$ cat config.mk
export PLATFORM = sky130hd
export DESIGN_NAME = inst_fetch_sequencer
export DESIGN_NICKNAME = d
export VERILOG_FILES = /design/src/rtl/inst_fetch_sequencer.sv
export SDC_FILE = /design/constraint.sdc
export NUM_CORES = 1
export LEC_CHECK = 0
export BUFFER_PORTS_ARGS = -buffer_cell sky130_fd_sc_hd__buf_2
export CAP_MARGIN = 20
export CORE_UTILIZATION = 45
export DETAILED_ROUTE_END_ITERATION = 8
export PLACE_DENSITY = 0.71
export SETUP_SLACK_MARGIN = 0.2
export SLEW_MARGIN = 10
export SYNTH_ARGS = -nofsm -noshare
export SYNTH_HDL_FRONTEND = slang
export SYNTH_SLANG_ARGS = --single-unit
$ cat constraint.sdc
create_clock -name clk -period 6.7 [get_ports clk]
set_clock_uncertainty 0.15 [all_clocks]
set_input_delay 1.34 -clock clk [delete_from_list [all_inputs] [get_ports clk]]
set_output_delay 1.34 -clock clk [all_outputs]
set_load 0.03 [all_outputs]
$ cat src/rtl/inst_fetch_sequencer.sv
// -----------------------------------------------------------------------------
// inst_fetch_sequencer
//
// Purpose:
//   This is the fetch-side partner of the pipeline hazard/stall controller. It
//   owns the PC and drives the instruction-memory request/response handshake,
//   keeping at most one request outstanding. It holds one fetched instruction in
//   a single-entry buffer and issues it into the IF/ID register. When there is
//   nothing to issue it inserts a NOP bubble instead. It also publishes the
//   next/curr/prev instruction window that the controller inspects.
//
// Ports:
//   clk                 rising-edge clock
//   reset_n             asynchronous active-low reset (synchronous release)
//   imem_req/imem_addr  fetch request and address (address stable while req=1)
//   imem_gnt            request accepted this cycle
//   imem_rvalid/rdata   response; at most one per grant, one or more cycles later
//   stall_id_if_pl      hold the buffered instruction out of ID (bubble issued)
//   stall_pc_increment  hold off launching the next sequential fetch
//   halt                freeze fetch until reset
//   redirect_valid/pc   taken branch/jump from execute (pc[1:0] forced to 0)
//   next_inst           buffered, not-yet-issued instruction (NOP when empty)
//   curr_inst/id_pc     instruction in ID and its PC
//   prev_inst           instruction one stage past ID
//   id_valid            curr_inst is a real instruction, not a bubble
// -----------------------------------------------------------------------------
module inst_fetch_sequencer #(
   parameter int unsigned                  INST_WIDTH_IN_BIT = 32,
   parameter int unsigned                  ADDR_WIDTH        = 32,
   parameter logic [ADDR_WIDTH-1:0]        RESET_PC          = 32'h0000_0000,
   parameter logic [INST_WIDTH_IN_BIT-1:0] NOP_INST          = 32'h0000_0013
) (
   input  logic                         clk,
   input  logic                         reset_n,
   output logic                         imem_req,
   output logic [ADDR_WIDTH-1:0]        imem_addr,
   input  logic                         imem_gnt,
   input  logic                         imem_rvalid,
   input  logic [INST_WIDTH_IN_BIT-1:0] imem_rdata,
   input  logic                         stall_id_if_pl,
   input  logic                         stall_pc_increment,
   input  logic                         halt,
   input  logic                         redirect_valid,
   input  logic [ADDR_WIDTH-1:0]        redirect_pc,
   output logic [INST_WIDTH_IN_BIT-1:0] next_inst,
   output logic [INST_WIDTH_IN_BIT-1:0] curr_inst,
   output logic [INST_WIDTH_IN_BIT-1:0] prev_inst,
   output logic                         id_valid,
   output logic [ADDR_WIDTH-1:0]        id_pc
);

   typedef enum logic [2:0] {
      S_IDLE      = 3'd0,
      S_REQ       = 3'd1,
      S_WAIT      = 3'd2,
      S_FILL      = 3'd3,
      S_IDLE_HOLD = 3'd4,
      S_HALTED    = 3'd5
   } state_e;

   state_e                         state_q, state_d;
   logic [ADDR_WIDTH-1:0]          fetch_pc_q, fetch_pc_d;
   logic [ADDR_WIDTH-1:0]          buf_pc_q, buf_pc_d;
   logic [INST_WIDTH_IN_BIT-1:0]   next_inst_q, next_inst_d;
   logic [INST_WIDTH_IN_BIT-1:0]   curr_inst_q, curr_inst_d;
   logic [INST_WIDTH_IN_BIT-1:0]   prev_inst_q, prev_inst_d;
   logic                           id_valid_q, id_valid_d;
   logic [ADDR_WIDTH-1:0]          id_pc_q, id_pc_d;
   logic                           drop_q, drop_d;
   logic                           imem_req_q, imem_req_d;
   logic [ADDR_WIDTH-1:0]          imem_addr_q, imem_addr_d;

   logic                           issue;
   logic [ADDR_WIDTH-1:0]          redir_pc;

   // Targets are word aligned; the low two bits are cleared with a mask.
   assign redir_pc = redirect_pc & ~(ADDR_WIDTH'(3));

   // --------------------------------------------------------------------------
   // Next-state and window logic
   // --------------------------------------------------------------------------
   always_comb begin
      state_d     = state_q;
      fetch_pc_d  = fetch_pc_q;
      buf_pc_d    = buf_pc_q;
      next_inst_d = next_inst_q;
      drop_d      = drop_q;
      issue       = 1'b0;

      if (halt) begin
         // Halt wins over everything. A response still in flight arrives while
         // we sit in HALTED, where rvalid is ignored, so it is consumed and dropped.
         state_d     = S_HALTED;
         next_inst_d = NOP_INST;
      end else begin
         case (state_q)
            S_IDLE: begin
               state_d = S_REQ;
               if (redirect_valid) begin
                  fetch_pc_d = redir_pc;
               end
            end

            S_REQ: begin
               if (imem_gnt) begin
                  state_d = S_WAIT;
                  // The grant went out with the old address. The response
                  // must be thrown away when it comes back.
                  if (redirect_valid) begin
                     drop_d     = 1'b1;
                     fetch_pc_d = redir_pc;
                  end
               end else if (redirect_valid) begin
                  fetch_pc_d = redir_pc;
               end
            end

            S_WAIT: begin
               if (imem_rvalid) begin
                  if (drop_q || redirect_valid) begin
                     drop_d  = 1'b0;
                     state_d = S_REQ;
                  end else begin
                     next_inst_d = imem_rdata;
                     buf_pc_d    = fetch_pc_q;
                     fetch_pc_d  = fetch_pc_q + ADDR_WIDTH'(4);
                     state_d     = S_FILL;
                  end
                  if (redirect_valid) begin
                     fetch_pc_d = redir_pc;
                  end
               end else if (redirect_valid) begin
                  drop_d     = 1'b1;
                  fetch_pc_d = redir_pc;
               end
            end

            S_FILL: begin
               if (redirect_valid) begin
                  next_inst_d = NOP_INST;
                  fetch_pc_d  = redir_pc;
                  state_d     = S_REQ;
               end else if (!stall_id_if_pl) begin
                  issue       = 1'b1;
                  next_inst_d = NOP_INST;
                  state_d     = stall_pc_increment ? S_IDLE_HOLD : S_REQ;
               end
            end

            S_IDLE_HOLD: begin
               if (redirect_valid) begin
                  fetch_pc_d = redir_pc;
                  state_d    = S_REQ;
               end else if (!stall_pc_increment) begin
                  state_d = S_REQ;
               end
            end

            S_HALTED: begin
               state_d = S_HALTED;
            end

            default: begin
               state_d = S_IDLE;
            end
         endcase
      end

      // The request is registered. It is raised in exactly the cycles spent in REQ.
      imem_req_d  = (state_d == S_REQ);
      imem_addr_d = fetch_pc_d;

      // The window shifts every cycle. A cycle with no issue pushes a bubble into ID.
      prev_inst_d = curr_inst_q;
      curr_inst_d = issue ? next_inst_q : NOP_INST;
      id_valid_d  = issue;
      id_pc_d     = issue ? buf_pc_q : id_pc_q;
   end

   // --------------------------------------------------------------------------
   // State registers
   // --------------------------------------------------------------------------
   always_ff @(posedge clk or negedge reset_n) begin
      if (!reset_n) begin
         state_q     <= S_IDLE;
         fetch_pc_q  <= RESET_PC;
         buf_pc_q    <= RESET_PC;
         next_inst_q <= NOP_INST;
         curr_inst_q <= NOP_INST;
         prev_inst_q <= NOP_INST;
         id_valid_q  <= 1'b0;
         id_pc_q     <= RESET_PC;
         drop_q      <= 1'b0;
         imem_req_q  <= 1'b0;
         imem_addr_q <= RESET_PC;
      end else begin
         state_q     <= state_d;
         fetch_pc_q  <= fetch_pc_d;
         buf_pc_q    <= buf_pc_d;
         next_inst_q <= next_inst_d;
         curr_inst_q <= curr_inst_d;
         prev_inst_q <= prev_inst_d;
         id_valid_q  <= id_valid_d;
         id_pc_q     <= id_pc_d;
         drop_q      <= drop_d;
         imem_req_q  <= imem_req_d;
         imem_addr_q <= imem_addr_d;
      end
   end

   assign imem_req  = imem_req_q;
   assign imem_addr = imem_addr_q;
   assign next_inst = next_inst_q;
   assign curr_inst = curr_inst_q;
   assign prev_inst = prev_inst_q;
   assign id_valid  = id_valid_q;
   assign id_pc     = id_pc_q;

endmodule

==> Yosys cells after proc, flatten, opt, wreduce, memory -nomap -nowiden <==
Cells that the tools add are included.
{ "word_totals": {"reg_bits": 198, "input_bits": 72, "out_inout_bits": 162, "word_cells": 66} }
{ "classes": {"n_addsub": 1, "n_eq_ne": 12, "mux": 31, "bitwise": 2, "n_reduce_logical": 10} }
{ "ops": {"columns": ["cell", "count"], "rows": [
  ["two-way mux 32 bit", 10],
  ["one-hot mux 32 bit (2 select lines)", 2],
  ["adder 32 x 3 -> 32 bit, second input constant", 1],
  ["two-way mux 3 bit", 8],
  ["one-hot mux 3 bit (6 select lines)", 1],
  ["AND reduction 4 bit", 3],
  ["inequality test 3 bit, second input constant", 3],
  ["two-way mux 1 bit", 8],
  ["inequality test 4 bit, second input constant", 2],
  ["equality test 3 x 1 -> 1 bit, second input constant", 2],
  ["equality test 3 x 2 -> 1 bit, second input constant", 2],
  ["equality test 3 bit, second input constant", 2],
  ["nonzero test 2 bit", 2],
  ["OR reduction 4 bit", 1],
  ["zero test 3 bit", 1],
  ["AND reduction 3 bit", 1],
  ["nonzero test 3 bit", 1],
  ["two-way mux 2 bit", 1],
  ["inequality test 2 bit, second input constant", 1],
  ["inverter 1 bit", 2],
  ["one-hot mux 1 bit (2 select lines)", 1],
  ["logical OR 1 bit", 1]
]} }

==> Depth between registers and ports, before layout <==
{ "depth": {"ltp_word": 6, "mapped_depth": 8, "depth_no_buf": 6} }

==> Worst setup path before layout <==
No wires, ideal clock.
{ "synth_timing": {"path_kind": "input -> register", "start": "input port halt", "end": "register next_inst_q[27], in the netlist next_inst[27]", "setup_time_ns": 0.066, "arrival_time_ns": 2.804, "t_required_ns": 6.484, "setup_slack_ns": 3.680, "stages": 6, "n_path_buf": 3, "path_cell_list": "or2_1 > clkbuf_1 > nor4_1 > clkbuf_1 > clkbuf_1 > a22o_1"} }
{ "synth_via": {"elab_chain_cells": 2, "elab_cells_between_ends": 6} }
{ "synth_lines": {"columns": ["element", "line_no", "rtl"], "rows": [
  ["from (decl)", "42", "input logic halt,"],
  ["inequality test 4 bit (no line) (tied with other cells)", null, null],
  ["AND reduction 4 bit (no line)", null, null],
  ["to (signal assigned)", "200", "next_inst_q <= next_inst_d;"],
  ["to (decl)", "64", "logic [INST_WIDTH_IN_BIT-1:0] next_inst_q, next_inst_d;"]
]} }
Parallel ways exist; a longest one is shown, timed or not.
A chain may end at the register's enable or synchronous reset.

==> Final worst setup path <==
{ "layout_timing": {"start": "input port redirect_valid", "end": "register next_inst_q[15], in the netlist next_inst[15]"} }
{ "layout_via": {"elab_chain_cells": 3, "elab_cells_between_ends": 7} }
{ "layout_lines": {"columns": ["element", "line_no", "rtl"], "rows": [
  ["from (decl)", "43", "input logic redirect_valid,"],
  ["two-way mux 32 bit or logical OR 1 bit (tied branches)", "139, 120", null],
  ["one-hot mux 32 bit (2 select lines) or inequality test 3 bit (tied branches)", null, null],
  ["two-way mux 32 bit or AND reduction 4 bit (tied branches)", null, null]
]} }
Parallel ways exist; a longest one is shown, timed or not.

==> implementation parameters <==
Parameter                              Value

Power and ir drop
  Areal power density over the cells ... 249 mW/mm²
  Switching fraction of total power ... 0.250
  Proportion of power drawn by the clock network ... 0.430
  Share of power burned in registers ... 0.508
  P_int ... 1830 µW
  Static Leak ... 0.00521 µW
  Psw ... 611 µW
  Post-layout power ... 2440 µW
  Logic pwr share ... 0.062
  Maximum vdd drop ... 0.173 mV

Worst setup path
  Cell breakdown of the critical path ... buf_2, inv_1, nand3_1, a31oi_4, a22o_1
  Required time of the critical path ... 6.91 ns
  CP endpoint kind ... flip-flop
  Type of the worst setup path ... in2reg
  Delay of the slowest cell on the worst path ... 0.84 ns
  Kind of start point of the critical path ... input port
  Critical path data arrival time ... 3.74 ns
  Reg2Reg Depth ... 5
  Critical register-to-register path startpoint ... state_q[0]$_DFF_PN0_
  Critical R2R Capture ... imem_addr[29]$_DFFE_PN0P_
  Largest driver fanout on the critical path ... 42
  Setup slack, reg-to-reg ... 4.05 ns
  Slowest library cell on the worst path ... a31oi_4

Place
  Post-placement cell area ... 0.00919 mm²
  Final Wtd Congestion ... 0.848
  Sum of net half-perimeters after detailed placement ... 13500 µm
  IO Port Bufs ... 231

Route
  Sum of routed wire length over all layers ... 19500 µm
  Vias per cell ... 5.38
  Count of antenna-violating nets left after detailed routing ... 0
  DRC Markers ... 0
  Overall via count from detail_route ... 6061
  Length of the first detailed-routing pass in iterations ... 4
  Initial drt markers ... 368
  Avg WL per Cell ... 17.3 µm

Min path
  Class of the worst hold path ... reg2reg
  Worst hold start ... curr_inst[0]$_DFF_PN1_
  Worst min-delay path endpoint ... prev_inst[0]$_DFF_PN1_
  Cells on Worst Hold Path ... 0

Synthesis
  Ranking of synthesized cells by area ... dfrtp_1 (61%), nand2_1 (5.7%), mux2_2 (4.8%), a22o_1 (3.4%), dfstp_2 (3.0%)
  Compound-Gate Fraction of Synth Area ... 0.109
  Synth Cell Area ... 0.00780 mm²
  Total of flip-flops plus latches after synthesis ... 198
  Async S/R FF share, synth ... 1.00
  Mapped Cells ... 675
  Post-Synth Simple-Gate Area ... 0.165
  Part of the Yosys area used for sequential elements ... 0.637
  Flip-flop cell with the highest count after synthesis ... dfrtp_1
  EDFF count, synth ... 0
  Leading cell type by number of instances after synthesis ... dfrtp_1
  Warnings, synthesis ... 0
  Proportion of synthesized area in mux cells ... 0.0592
  Distinct cells, synth ... 52
  Post-Synthesis Net Count ... 748
  Adder-cell share of the synthesized area ... 0.00160
  Commonest cells in the netlist ... dfrtp_1 (189), nand2_1 (119), clkbuf_1 (34), mux2_2 (33), and2_1 (32)
  Post-synth top area share ... 0.606
  Cell taking the most area after synthesis ... dfrtp_1
  Largest family of logic cells by synthesized area ... simple AND/OR/NAND/NOR gates
  Mean area per synthesized cell ... 11.6 µm²
  Fraction of synthesized cell area in xor and xnor cells ... 0

GRT
  Initial antenna violation count ... 2
  Wire length of the first global-routing pass ... 31400 µm
  Number of global-route vias before repair ... 5773
  GRT Resource Usage Total ... 0.226
  Largest net degree at the start of global routing ... 79
  Remaining global-route overflow ... 0

Die
  Die width ... 134 µm
  Number of top-level pins ... 234
  Standard-cell rows ... 47
  Core box area ... 0.0168 mm²
  Area enclosed by the die boundary ... 0.0179 mm²
  Initial Util ... 0.465
  Die extent in y ... 134 µm

Clock tree
  Cts hold-fix bufs ... 0
  Number of buffers on the longest clock path ... 2
  Buffer cell driving the clock tree root ... clkbuf_16
  Number of buffers added by the clock tree synthesis step ... 17
  Sinks on the clock net ... 198
  Clock edge transition at the registers on the reported setup and hold paths ... 0.07 ns
  Maximum level of the CTS H-tree ... 4
  Post-CTS setup repair buffer count ... 0
  CTS tree ... built
  Clock latency on the worst-skew pair ... 0.43 ns
  Quantity of gates resized following cts ... 0

Cells and area
  Layout-stage area growth over the synthesis result ... 25.6%
  Total Nets Final ... 965
  Final instance area ... 0.00980 mm²
  Fillers ... 1473
  Final design utilization ... 0.585
  Layout cell share with drive strength beyond 1 ... 0.357

STA
  Worst slack on hold paths ... 0.213 ns
  Unrepaired setup endpoints after global routing ... no
  Max Transition Viols Final ... 0
  Max-Slew Margin vs Limit ... 0.363
  Total setup violations reported at the end of the flow ... 0
  Minimum clock period after layout ... 3.53 ns
  Final hold violations ... 0
  Final total negative setup slack ... 0 ns
  Slew @ Worst Pin ... 0.955 ns
  Post-route fraction of the period consumed by the critical path ... 0.527
  Maximum frequency from static timing analysis ... 283 MHz

Job
  Total of max-cap violations ... 0

Status
  Outcome ... completed
## state kept, by name (all words and copies together), names as in the netlist
signal / count
imem_addr: 32
buf_pc_q: 32
id_valid: 1
imem_req: 1
drop_q: 1
id_pc: 32
state_q: 3
next_inst: 32
curr_inst: 32
prev_inst: 32
## how the worst max path moves through the flow
stage	startpoint	endpoint	slack, ns	depth (start not counted)
floorplan	halt	next_inst[27]$_DFFE_PN0P_	3.68	6
global placement	redirect_valid	next_inst[17]$_DFFE_PN0P_	2.70	5
detailed placement	redirect_valid	next_inst[15]$_DFFE_PN0P_	2.69	5
CTS	redirect_valid	next_inst[15]$_DFFE_PN0P_	3.14	5
global route	redirect_valid	next_inst[16]$_DFFE_PN0P_	2.91	5
finish	redirect_valid	next_inst[15]$_DFFE_PN0P_	3.17	5
## routing by layer
metal | wire length (µm) | GRT usage | up-vias
met5 | 0 | 0 | -
met4 | 319 | 0.0726 | 0
met3 | 1360 | 0.0605 | 25
met2 | 9420 | 0.360 | 217
met1 | 8360 | 0.301 | 3000
li1 | - | - | 2819
## cell type report
type                       count  area, µm²  area share
antenna                        1       2.50    0.000255
clock buffer                  18        429      0.0438
clock inverter                14        179      0.0183
inverter                      15       56.3     0.00575
multi-input combinational    420       2660       0.271
sequential                   198       4970       0.507
tap                          220        275      0.0281
timing repair buffer         240       1230       0.126
## stage by stage
| stage | instances | worst slack, ns |
|---|---|---|
| 6_report | 1126 | 3.17 |
| 5_1_grt | 1126 | 2.91 |
| 4_1_cts | 1125 | 3.14 |
| 3_5_place_dp | 1093 | 2.69 |
| 3_3_place_gp | 1093 | 2.70 |
| 2_1_floorplan | 675 | 3.68 |
## layout by cell type (no fill, tap or decap), types with 4 or more instances in the layout
master	instances
buf_2	230
dfrtp_1	189
nand2_1	119
mux2_2	33
and2_1	32
a22o_1	30
a21oi_1	27
nand3_1	23
o21ai_0	17
clkbuf_16	17
nor2_1	16
inv_1	15
nor3_1	11
nand4_1	9
mux2i_1	9
dfstp_2	9
buf_4	9
o22ai_1	8
and3_1	7
and4_1	6
nor2b_1	5
nor3b_1	5
or4_1	5
nand2b_1	4
nor4_1	4
o21a_1	4
o311ai_0	4
a22oi_1	4
inv_6	4
inv_8	4
## power by group through the flow
stage               logic (µW)  clock network (µW)  registers [µW]
CTS                        155                1070            1240
global route               168                1120            1240
finish                     152                1050            1240
floorplan                 48.7                   0            1280
detailed placement         154                   0            1260
global placement           152                   0            1260
## critical path: cells and delay by family
kind | cells | cell delay [ns]
compound gates | 2 | 1.11
buf+inv | 2 | 1.01
simple gates | 1 | 0.24
## kinds of logic (layout without fill, tap and decap cells)
kind of cell	count (synthesis)	after routing
buf+inv	57	287
flops	198	198
compound gates	121	121
fa+ha+maj	1	1
mux	42	42
other cells	0	1
simple gates	256	256
Power figures use the tool's default switching activity.
